[src/rtl/mul_seq_unit_pkg.sv]
// Shared ALU package: alu_control encodings used by the decoder and the
// execute-stage units, plus the multiply sequencer state type.
package mul_seq_unit_pkg;

  localparam logic [4:0] ALU_MUL    = 5'b01111;
  localparam logic [4:0] ALU_MULH   = 5'b10000;
  localparam logic [4:0] ALU_MULHSU = 5'b10001;
  localparam logic [4:0] ALU_MULHU  = 5'b10010;
  localparam logic [4:0] ALU_MULW   = 5'b10111;

  typedef enum logic [2:0] {
    IDLE,
    PREP,
    CALC,
    FIX,
    DONE
  } mul_seq_state_t;

  // True for the op codes the multiply sequencer actually computes.
  function automatic logic is_mul_op(input logic [4:0] op);
    return (op == ALU_MUL)    || (op == ALU_MULH)  || (op == ALU_MULHSU) ||
           (op == ALU_MULHU)  || (op == ALU_MULW);
  endfunction

endpackage

[src/rtl/mul_seq_step.sv]
// One shift-add step of the iterative multiplier.
//   acc_i   : running 2*XLEN accumulator
//   mcand_i : multiplicand, already aligned to the current digit position
//   digit_i : next BITS_PER_CYCLE multiplier bits
//   acc_o   : acc_i + mcand_i * digit_i
module mul_seq_step #(
  parameter int unsigned XLEN           = 64,
  parameter int unsigned BITS_PER_CYCLE = 2
) (
  input  logic [2*XLEN-1:0]         acc_i,
  input  logic [2*XLEN-1:0]         mcand_i,
  input  logic [BITS_PER_CYCLE-1:0] digit_i,
  output logic [2*XLEN-1:0]         acc_o
);

  always_comb begin
    acc_o = acc_i;
    for (int unsigned i = 0; i < BITS_PER_CYCLE; i++) begin
      if (digit_i[i]) begin
        acc_o = acc_o + (mcand_i << i);
      end
    end
  end

endmodule

[src/rtl/mul_seq_unit.sv]
// Multi-cycle M-extension multiply sequencer (MUL/MULH/MULHSU/MULHU/MULW).
//   clk_i, arstn_i          : clock, asynchronous active-low reset
//   req_valid_i/req_ready_o : request handshake (ready only in IDLE)
//   alu_control_i           : op code, src_a_i/src_b_i : operands
//   flush_i                 : abort current operation, block acceptance
//   resp_valid_o/resp_ready_i, result_o : response handshake and result
//   busy_o                  : unit is not idle
module mul_seq_unit
  import mul_seq_unit_pkg::*;
#(
  parameter int unsigned XLEN           = 64,
  parameter int unsigned BITS_PER_CYCLE = 2
) (
  input  logic            clk_i,
  input  logic            arstn_i,
  input  logic            req_valid_i,
  output logic            req_ready_o,
  input  logic [4:0]      alu_control_i,
  input  logic [XLEN-1:0] src_a_i,
  input  logic [XLEN-1:0] src_b_i,
  input  logic            flush_i,
  output logic            resp_valid_o,
  input  logic            resp_ready_i,
  output logic [XLEN-1:0] result_o,
  output logic            busy_o
);

  localparam int unsigned N     = XLEN / BITS_PER_CYCLE;
  localparam int unsigned CNT_W = (N > 1) ? $clog2(N) : 1;

  mul_seq_state_t state_q, state_d;

  logic [4:0]        op_q;
  logic [XLEN-1:0]   a_q;
  logic [XLEN-1:0]   b_q;      // raw rs2, then the right-shifting multiplier
  logic [2*XLEN-1:0] mcand_q;  // left-shifting multiplicand
  logic [2*XLEN-1:0] acc_q;
  logic              neg_q;
  logic [CNT_W-1:0]  cnt_q;
  logic [XLEN-1:0]   result_q;

  logic              accept;
  logic              sign_a, sign_b;
  logic [XLEN-1:0]   mag_a, mag_b;
  logic [2*XLEN-1:0] acc_step;
  logic [2*XLEN-1:0] prod;
  logic [XLEN-1:0]   result_sel;

  assign accept = (state_q == IDLE) && req_valid_i && !flush_i;

  // Operand conditioning for PREP: signed operands become magnitudes and
  // the product sign is restored in FIX.
  always_comb begin
    sign_a = ((op_q == ALU_MULH) || (op_q == ALU_MULHSU)) && a_q[XLEN-1];
    sign_b = (op_q == ALU_MULH) && b_q[XLEN-1];
    mag_a  = sign_a ? -a_q : a_q;
    mag_b  = sign_b ? -b_q : b_q;
    if (op_q == ALU_MULW) begin
      mag_a = XLEN'(a_q[31:0]);
      mag_b = XLEN'(b_q[31:0]);
    end
  end

  mul_seq_step #(
    .XLEN          (XLEN),
    .BITS_PER_CYCLE(BITS_PER_CYCLE)
  ) u_step (
    .acc_i  (acc_q),
    .mcand_i(mcand_q),
    .digit_i(b_q[BITS_PER_CYCLE-1:0]),
    .acc_o  (acc_step)
  );

  always_comb begin
    prod       = neg_q ? -acc_q : acc_q;
    result_sel = '0;
    case (op_q)
      ALU_MUL:                           result_sel = prod[XLEN-1:0];
      ALU_MULH, ALU_MULHSU, ALU_MULHU:   result_sel = prod[2*XLEN-1:XLEN];
      ALU_MULW:                          result_sel = XLEN'($signed(prod[31:0]));
      default:                           result_sel = '0;
    endcase
  end

  always_ff @(posedge clk_i or negedge arstn_i) begin
    if (!arstn_i) begin
      state_q <= IDLE;
    end else begin
      state_q <= state_d;
    end
  end

  always_comb begin
    state_d = state_q;
    case (state_q)
      IDLE: if (accept) state_d = PREP;
      PREP: state_d = is_mul_op(op_q) ? CALC : DONE;
      CALC: if (cnt_q == CNT_W'(N - 1)) state_d = FIX;
      FIX:  state_d = DONE;
      DONE: if (resp_ready_i) state_d = IDLE;
      default: state_d = IDLE;
    endcase
    // Flush beats every other transition, including a DONE handshake.
    if (flush_i && (state_q != IDLE)) begin
      state_d = IDLE;
    end
  end

  always_ff @(posedge clk_i or negedge arstn_i) begin
    if (!arstn_i) begin
      op_q     <= '0;
      a_q      <= '0;
      b_q      <= '0;
      mcand_q  <= '0;
      acc_q    <= '0;
      neg_q    <= 1'b0;
      cnt_q    <= '0;
      result_q <= '0;
    end else begin
      case (state_q)
        IDLE: begin
          if (accept) begin
            op_q <= alu_control_i;
            a_q  <= src_a_i;
            b_q  <= src_b_i;
          end
        end
        PREP: begin
          mcand_q <= {{XLEN{1'b0}}, mag_a};
          b_q     <= mag_b;
          neg_q   <= sign_a ^ sign_b;
          acc_q   <= '0;
          cnt_q   <= '0;
          if (!is_mul_op(op_q) && !flush_i) begin
            result_q <= '0;
          end
        end
        CALC: begin
          acc_q   <= acc_step;
          mcand_q <= mcand_q << BITS_PER_CYCLE;
          b_q     <= b_q >> BITS_PER_CYCLE;
          cnt_q   <= cnt_q + 1'b1;
        end
        FIX: begin
          if (!flush_i) begin
            result_q <= result_sel;
          end
        end
        default: ;
      endcase
    end
  end

  assign req_ready_o  = (state_q == IDLE);
  assign resp_valid_o = (state_q == DONE);
  assign busy_o       = (state_q != IDLE);
  assign result_o     = result_q;

endmodule

[config.mk]
export PLATFORM = sky130hd
export DESIGN_NAME = mul_seq_unit
export DESIGN_NICKNAME = d
export VERILOG_FILES = /design/src/rtl/mul_seq_unit_pkg.sv /design/src/rtl/mul_seq_step.sv /design/src/rtl/mul_seq_unit.sv
export SDC_FILE = /design/constraint.sdc
export NUM_CORES = 2
export LEC_CHECK = 0
export CAP_MARGIN = 20
export CORE_ASPECT_RATIO = 2
export CORE_MARGIN = 2
export CORE_UTILIZATION = 67
export CTS_CLUSTER_SIZE = 10
export DETAILED_ROUTE_END_ITERATION = 12
export PLACE_DENSITY_LB_ADDON = 0.15
export REMOVE_ABC_BUFFERS = 1
export SETUP_SLACK_MARGIN = 0.02
export SKIP_LAST_GASP = 1
export SYNTH_ARGS = -nofsm -noshare
export SYNTH_HDL_FRONTEND = slang
export SYNTH_SLANG_ARGS = --single-unit
[constraint.sdc]
create_clock -name clk_i -period 15 [get_ports clk_i]
set_clock_uncertainty 0.15 [all_clocks]
set_input_delay 3 -clock clk_i [delete_from_list [all_inputs] [get_ports clk_i]]
set_output_delay 3 -clock clk_i [all_outputs]
set_load 0.01 [all_outputs]
[Word-level counts from Yosys, hierarchy flattened]
Index checks and enable logic that the tools add are counted.
Operators by class
  $add $sub $neg: 6
  multipliers: 0
  div/mod/pow operators: 0
  $lt $le $gt $ge: 0
  equal/unequal tests: 19
  shifts and indexed selects: 0
  multiplexer cells: 22
  bitwise operators: 1
  reductions and logical operators: 24
Operator list (number)
  $pmux W128 S2: 2
  $mux W64: 7
  $mux W128: 3
  $pmux W64 S3: 2
  $add A128 B128 Y128: 2
  $neg A128 Y128: 1
  $neg A64 Y64: 2
  $pmux W64 S2: 1
  $eq A5 B5 Y1 const B: 5
  $mux W3: 5
  $pmux W3 S5: 1
  $pmux W5 S2: 1
  $reduce_and A3 Y1: 3
  $ne A2 B2 Y1 const B: 4
  $eq A3 B2 Y1 const B: 2
  $logic_and A1 B1 Y1: 6
  $ne A3 B1 Y1 const B: 2
  $ne A3 B3 Y1 const B: 2
  $reduce_bool A3 Y1: 2
  $add A5 B1 Y5 const B: 1
  $eq A5 B4 Y1 const B: 1
  $logic_or A1 B1 Y1: 5
  $reduce_and A4 Y1: 1
  $reduce_bool A2 Y1: 2
  8 further kinds: 9
Storage, ports and cells
  bits in registers: 462
  latch bits: 0
  RAM bits: 0
  bits in read-only memories: 0
  output and inout bits: 67
  memories kept: 0

[Longest topological paths before layout]
  depth in word-level cells: 9
  mapped depth: 31

[By module]
From an unflattened synthesis, not the netlist that was laid out.
Second synthesis, totals
  cells, all modules: 5424
  area, all modules: 44498.9 um2
Modules (own cells, without submodules)
  mul_seq_unit: instances 1, cells each 2545, area each 24788.8 um2
  mul_seq_step: instances 1, cells each 2879, area each 19710.2 um2

[Least setup slack after synthesis]
Ideal clock, no wire load.
  path kind: reg2reg
  start point: register mcand_q[0]
  end point: register acc_q[105]
  data arrival time: 6.026 ns
  data required time: 14.724 ns
  slack: 8.698 ns
  stages on the path, launching flop included: 29
  path buffers: 1
  period minus slack after synthesis: 6.302 ns
  cell sequence: dfrtp_1 ha_1 inv_1 fa_1 nor2b_1 o31a_1 o2111ai_1 o211ai_1 and4_1 o211ai_1 a21oi_1 o2111ai_1 a2111oi_0 mux2i_1 a31o_2 ha_1 clkbuf_1 a21oi_1 o21ai_0 o21bai_1 a211o_1 a21oi_1 o21ai_0 a221o_1 a31o_2 a21oi_1 o21ai_0 xor2_1 a221o_1
Between the ends
  cells in the longest elaborated chain, start to end: 5
Ends and longest elaborated chain
  start: declaration: RTL line mul_seq_unit.sv:36  | logic [2*XLEN-1:0] mcand_q;
  start signal: assignment: RTL line mul_seq_unit.sv:129  | mcand_q <= {{XLEN{1'b0}}, mag_a};
  start signal: assignment: RTL line mul_seq_unit.sv:140  | mcand_q <= mcand_q << BITS_PER_CYCLE;
  $add A128 B128 Y128: RTL line mul_seq_step.sv:20  | acc_o = acc_o + (mcand_i << i);
  $mux W128: RTL line mul_seq_step.sv:19  | if (digit_i[i]) begin
  $add A128 B128 Y128: RTL line mul_seq_step.sv:20
  $mux W128 (*): RTL line mul_seq_step.sv:19
  $pmux W128 S2 (*): RTL line mul_seq_unit.sv:120  | case (state_q)
  end signal: assignment: RTL line mul_seq_unit.sv:139  | acc_q <= acc_step;
  end: declaration: RTL line mul_seq_unit.sv:37  | logic [2*XLEN-1:0] acc_q;
Mark *: on every way between the ends. The rest lies on a longest branch, timed or not.
A chain may end at the register's enable or synchronous reset.

[Final worst setup path]
Ends and elaborated chain as after synthesis.

==> run_results.csv <==
group,metric,value,unit
sta,final_period_minus_worst_setup_slack,8.222,ns
yosys,postSynthCellCount,5340,
power_and_ir_drop,power_per_cell_area,177.3,nW/µm²
global_routing,grt_start_max_net_pins,108,
critical_path,cp_data_required_time,15.38,ns
power_and_ir_drop,vdd.ir_drop.worst,0.0001398,V
yosys,synth_area_per_cell,8.015,µm²
die,start_util,67.47,%
yosys,dominantRegCellSynth,"sky130_fd_sc_hd__dfrtp_1",
routing,routed_wire_length_per_instance,26.76,µm
routing,final_antenna_net_count,0,
critical_path,timing.critical_path.fanout_max,7,
clock_tree,tritoncts,"done",
sta,normalized_max_slew_margin,17.72,%
finish,layout.cell_area.non_filler,46610,µm²
global_routing,first_pass_grt_wire_length,250100,µm
clock_tree,cts_hold_repair.buffers,0,
yosys,synth-warning-count,0,
power_and_ir_drop,total_switching_power,0.004316,W
yosys,synth.cell_area,42800,µm²
critical_path,timing.critical_path.slowest_stage_cell,"sky130_fd_sc_hd__a2111oi_0",
routing,drcViolationCount,0,
finish,layout.filler_cells,4907,
routing,drt_pass1_iterations,9,
routing,drt_first_iter_violations,5981,
yosys,ys_seq_area_share,27.01,%
sta,final_hold_viol_count,0,
place,placed_cell_area,45040,µm²
clock_tree,ctsHtreeMaxLevel,2,
power_and_ir_drop,power.share.sequential,26.2,%
power_and_ir_drop,cellLeakagePower,20.36,nW
clock_tree,cts_root_buffer,"sky130_fd_sc_hd__clkbuf_16",
sta,layout_worst_path_cycle_share,54.81,%
yosys,synth_async_sr_flop_share,100.0,%
clock_tree,clk_latency,0.65,ns
critical_path,timing.critical_path.slowest_cell_delay,0.67,ns
die,count_of_standard_cell_rows,131,
clock_tree,ctsResizeCount,0,
clock_tree,cts.sink_count,462,
finish,area.sequential,11570,µm²
critical_path,crit_arrival,8.61,ns
global_routing,antenna_found_initial,8,
clock_tree,cts-buffers-inserted,53,
finish,multi_input_area,29580,µm²
sta,slew_violations,0,
critical_path,timing.critical_path.to_type,"flop",
sta,final_critical_path_setup_slack,6.778,ns
power_and_ir_drop,p_comb_share,59.1,%
yosys,synth-edff-count,0,
yosys,ys_ff_latch,462,
die,placeable_core_region,63430,µm²
power_and_ir_drop,power_frac_clock,14.7,%
critical_path,timing_worst_setup_path_type,"flop to flop",
die,floorplan.die_area,66040,µm²
die,io-pin-count,205,
sta,final-setup-viol-count,0,
power_and_ir_drop,power.internal,0.003951,W
sta,fmax,121.6,MHz
global_routing,groute.usage.overall,48.62,%
die,vertical_die_dimension,361.4,µm
power_and_ir_drop,power.switching_fraction,52.21,%
global_routing,overflow,0,
clock_tree,cts_post_setup_buffers_inserted,0,
place,gp_congestion,1.113,
run,timing.max_cap.violations,0,
die,chipWidth,182.7,µm
routing,vias_per_cell,7.455,
finish,drive_gt1_share,6.900,%
global_routing,first_global_vias,43360,
critical_path,setup.worst_path.start_class,"flop",
routing,post_route_wl,164200,µm
sta,grt_setup_unrepaired,"false",
hold_path,hold_path.class,"flop to flop",
sta,setup_tns_final,0,ns
finish,synthToLayoutAreaGrowth,8.911,%
place,place_hpwl,121700,µm
sta,tightest_slew,1.223,ns
place,place_ws,7.052,ns
yosys,ys_types,82,
status,run_status,"complete, no violations",
finish,final_nets,5734,
routing,via_count,45740,
clock_tree,path_clk_slew,0.07,ns
place,port_buffers,204,
clock_tree,clock_tree_buffer_depth,3,
[registers in the layout (all words and copies together), names as in the netlist]
register	count
a_q	64
acc_q	128
b_q	64
cnt_q	5
mcand_q	128
neg_q	1
op_q	5
result_o	64
state_q	3
[cells in the mapped netlist, drive strengths merged, types with 23 or more instances]
library cell | number | area share, %
and2 | 25 | 0.37
nor2b | 42 | 0.61
a221oi | 51 | 1.0
buf | 33 | 0.32
nor3 | 154 | 1.8
nand4 | 133 | 1.9
nand2b | 45 | 0.66
xor2 | 232 | 4.7
nand2 | 550 | 4.8
o41ai | 29 | 0.61
a31oi | 31 | 0.45
or2 | 30 | 0.45
o211ai | 43 | 0.75
inv | 119 | 1.0
a211oi | 35 | 0.61
mux2 | 176 | 4.6
o221ai | 38 | 0.78
or4 | 28 | 0.52
ha | 273 | 8.0
o22ai | 52 | 0.76
a21o | 133 | 2.3
dfrtp | 462 | 27
clkbuf | 305 | 2.7
o21a | 43 | 0.75
a21boi | 23 | 0.40
a22oi | 83 | 1.5
a221o | 28 | 0.65
xnor2 | 182 | 3.7
o21ai | 541 | 6.3
o31ai | 59 | 1.1
nor2 | 321 | 2.8
and3 | 31 | 0.45
or3 | 74 | 1.1
o21bai | 78 | 1.4
nand3 | 61 | 0.71
a21oi | 457 | 5.3
a22o | 136 | 2.8
nor4 | 57 | 0.83
[final cells by class]
type | instances | share of cell area (%)
clock inverter | 4 | 0.1208
antenna | 4 | 0.02147
inverter | 119 | 0.9583
tap | 798 | 2.142
clock buffer | 63 | 3.014
timing repair buffer | 264 | 5.452
sequential | 462 | 24.83
multi-input combinational | 4421 | 63.47
[final timing paths]
path | cells after the start | from | slack (ns) | to
max | 28 | mcand_q[0] | 6.78 | acc_q[105]
min | 1 | cnt_q[3] | 0.35 | cnt_q[3]
max reg2reg | 28 | mcand_q[0] | 6.78 | acc_q[105]
min reg2reg | 1 | cnt_q[3] | 0.35 | cnt_q[3]
max in group asynchronous | 4 | arstn_i | 10.23 | b_q[0]
min in group asynchronous | 1 | arstn_i | 2.24 | a_q[2]
[worst max-delay path, delay by kind of cell, from the launching register on]
| kind | cells | cell delay (ns) |
|---|---|---|
| AOI/OAI and AO/OA | 15 | 4.67 |
| xor gates and xnor gates | 2 | 0.24 |
| adders and majority gates | 3 | 0.99 |
| buffers and inverters | 1 | 0.06 |
| DFF | 1 | 0.41 |
| muxes | 1 | 0.28 |
| and+or+nand+nor | 6 | 1.30 |
[power by group through the flow]
stage	Sequential (W)	Combinational, W	Clock, W
2_1_floorplan	0.00198	0.00341	0
3_3_place_gp	0.00212	0.00452	0
3_5_place_dp	0.00214	0.00466	0
4_1_cts	0.00213	0.00470	0.00121
5_1_grt	0.00219	0.00522	0.00125
6_report	0.00216	0.00489	0.00122
[cell families (layout without fill, tap and decap cells)]
kind of cell / after synthesis / count (layout) / synth area share (%)
muxes: 198 / 198 / 5.145
adders and majority gates: 275 / 275 / 8.074
and+or+nand+nor: 1574 / 1574 / 17.55
other: 0 / 4 / 0
xor gates and xnor gates: 414 / 414 / 8.472
DFF: 462 / 462 / 27.01
AOI/OAI and AO/OA: 1960 / 1960 / 29.71
buffers and inverters: 457 / 450 / 4.037
[through the flow]
step           util, %  std cells  hold slack, ns  power [W]
4_1_cts          73.31       6125          0.3413   0.008029
5_1_grt          73.47       6131          0.3695   0.008664
2_1_floorplan        -       5002          0.2994   0.005388
3_3_place_gp     71.01       6058          0.3169   0.006636
6_report         73.49       6135          0.3456   0.008267
3_5_place_dp     71.01       6058          0.3297   0.006803
[metal layers]
| layer | up-vias | part of all wire, % | track usage [%] |
|---|---|---|---|
| met5 | - | 0.052 | 0 |
| met4 | 12 | 9.6 | 37.84 |
| met3 | 933 | 12 | 12.90 |
| met2 | 3381 | 43 | 73.90 |
| met1 | 21460 | 35 | 58.27 |
| li1 | 19960 | - | - |
[cells in the final DEF (no fill, tap or decap), drive strengths merged, types with 29 or more instances in the layout]
master / synthesis / layout
xor2: 232 / 232
nand4: 133 / 133
or2: 30 / 30
a22o: 136 / 136
clkdlybuf4s50: 0 / 203
nor3: 154 / 154
ha: 273 / 273
clkbuf: 305 / 63
nor4: 57 / 57
o21ai: 541 / 541
nor2b: 42 / 42
o21bai: 78 / 78
nor2: 321 / 321
nand2b: 45 / 45
o21a: 43 / 43
dfrtp: 462 / 462
buf: 33 / 60
and3: 31 / 31
or3: 74 / 74
o22ai: 52 / 52
a22oi: 83 / 83
a21oi: 457 / 457
a211oi: 35 / 35
mux2: 176 / 176
nand3: 61 / 61
o221ai: 38 / 38
a21o: 133 / 133
a31oi: 31 / 31
inv: 119 / 119
o211ai: 43 / 43
o41ai: 29 / 29
o31ai: 59 / 59
nand2: 550 / 550
a221oi: 51 / 51
xnor2: 182 / 182
No activity file was read; power rests on OpenSTA's default activity.
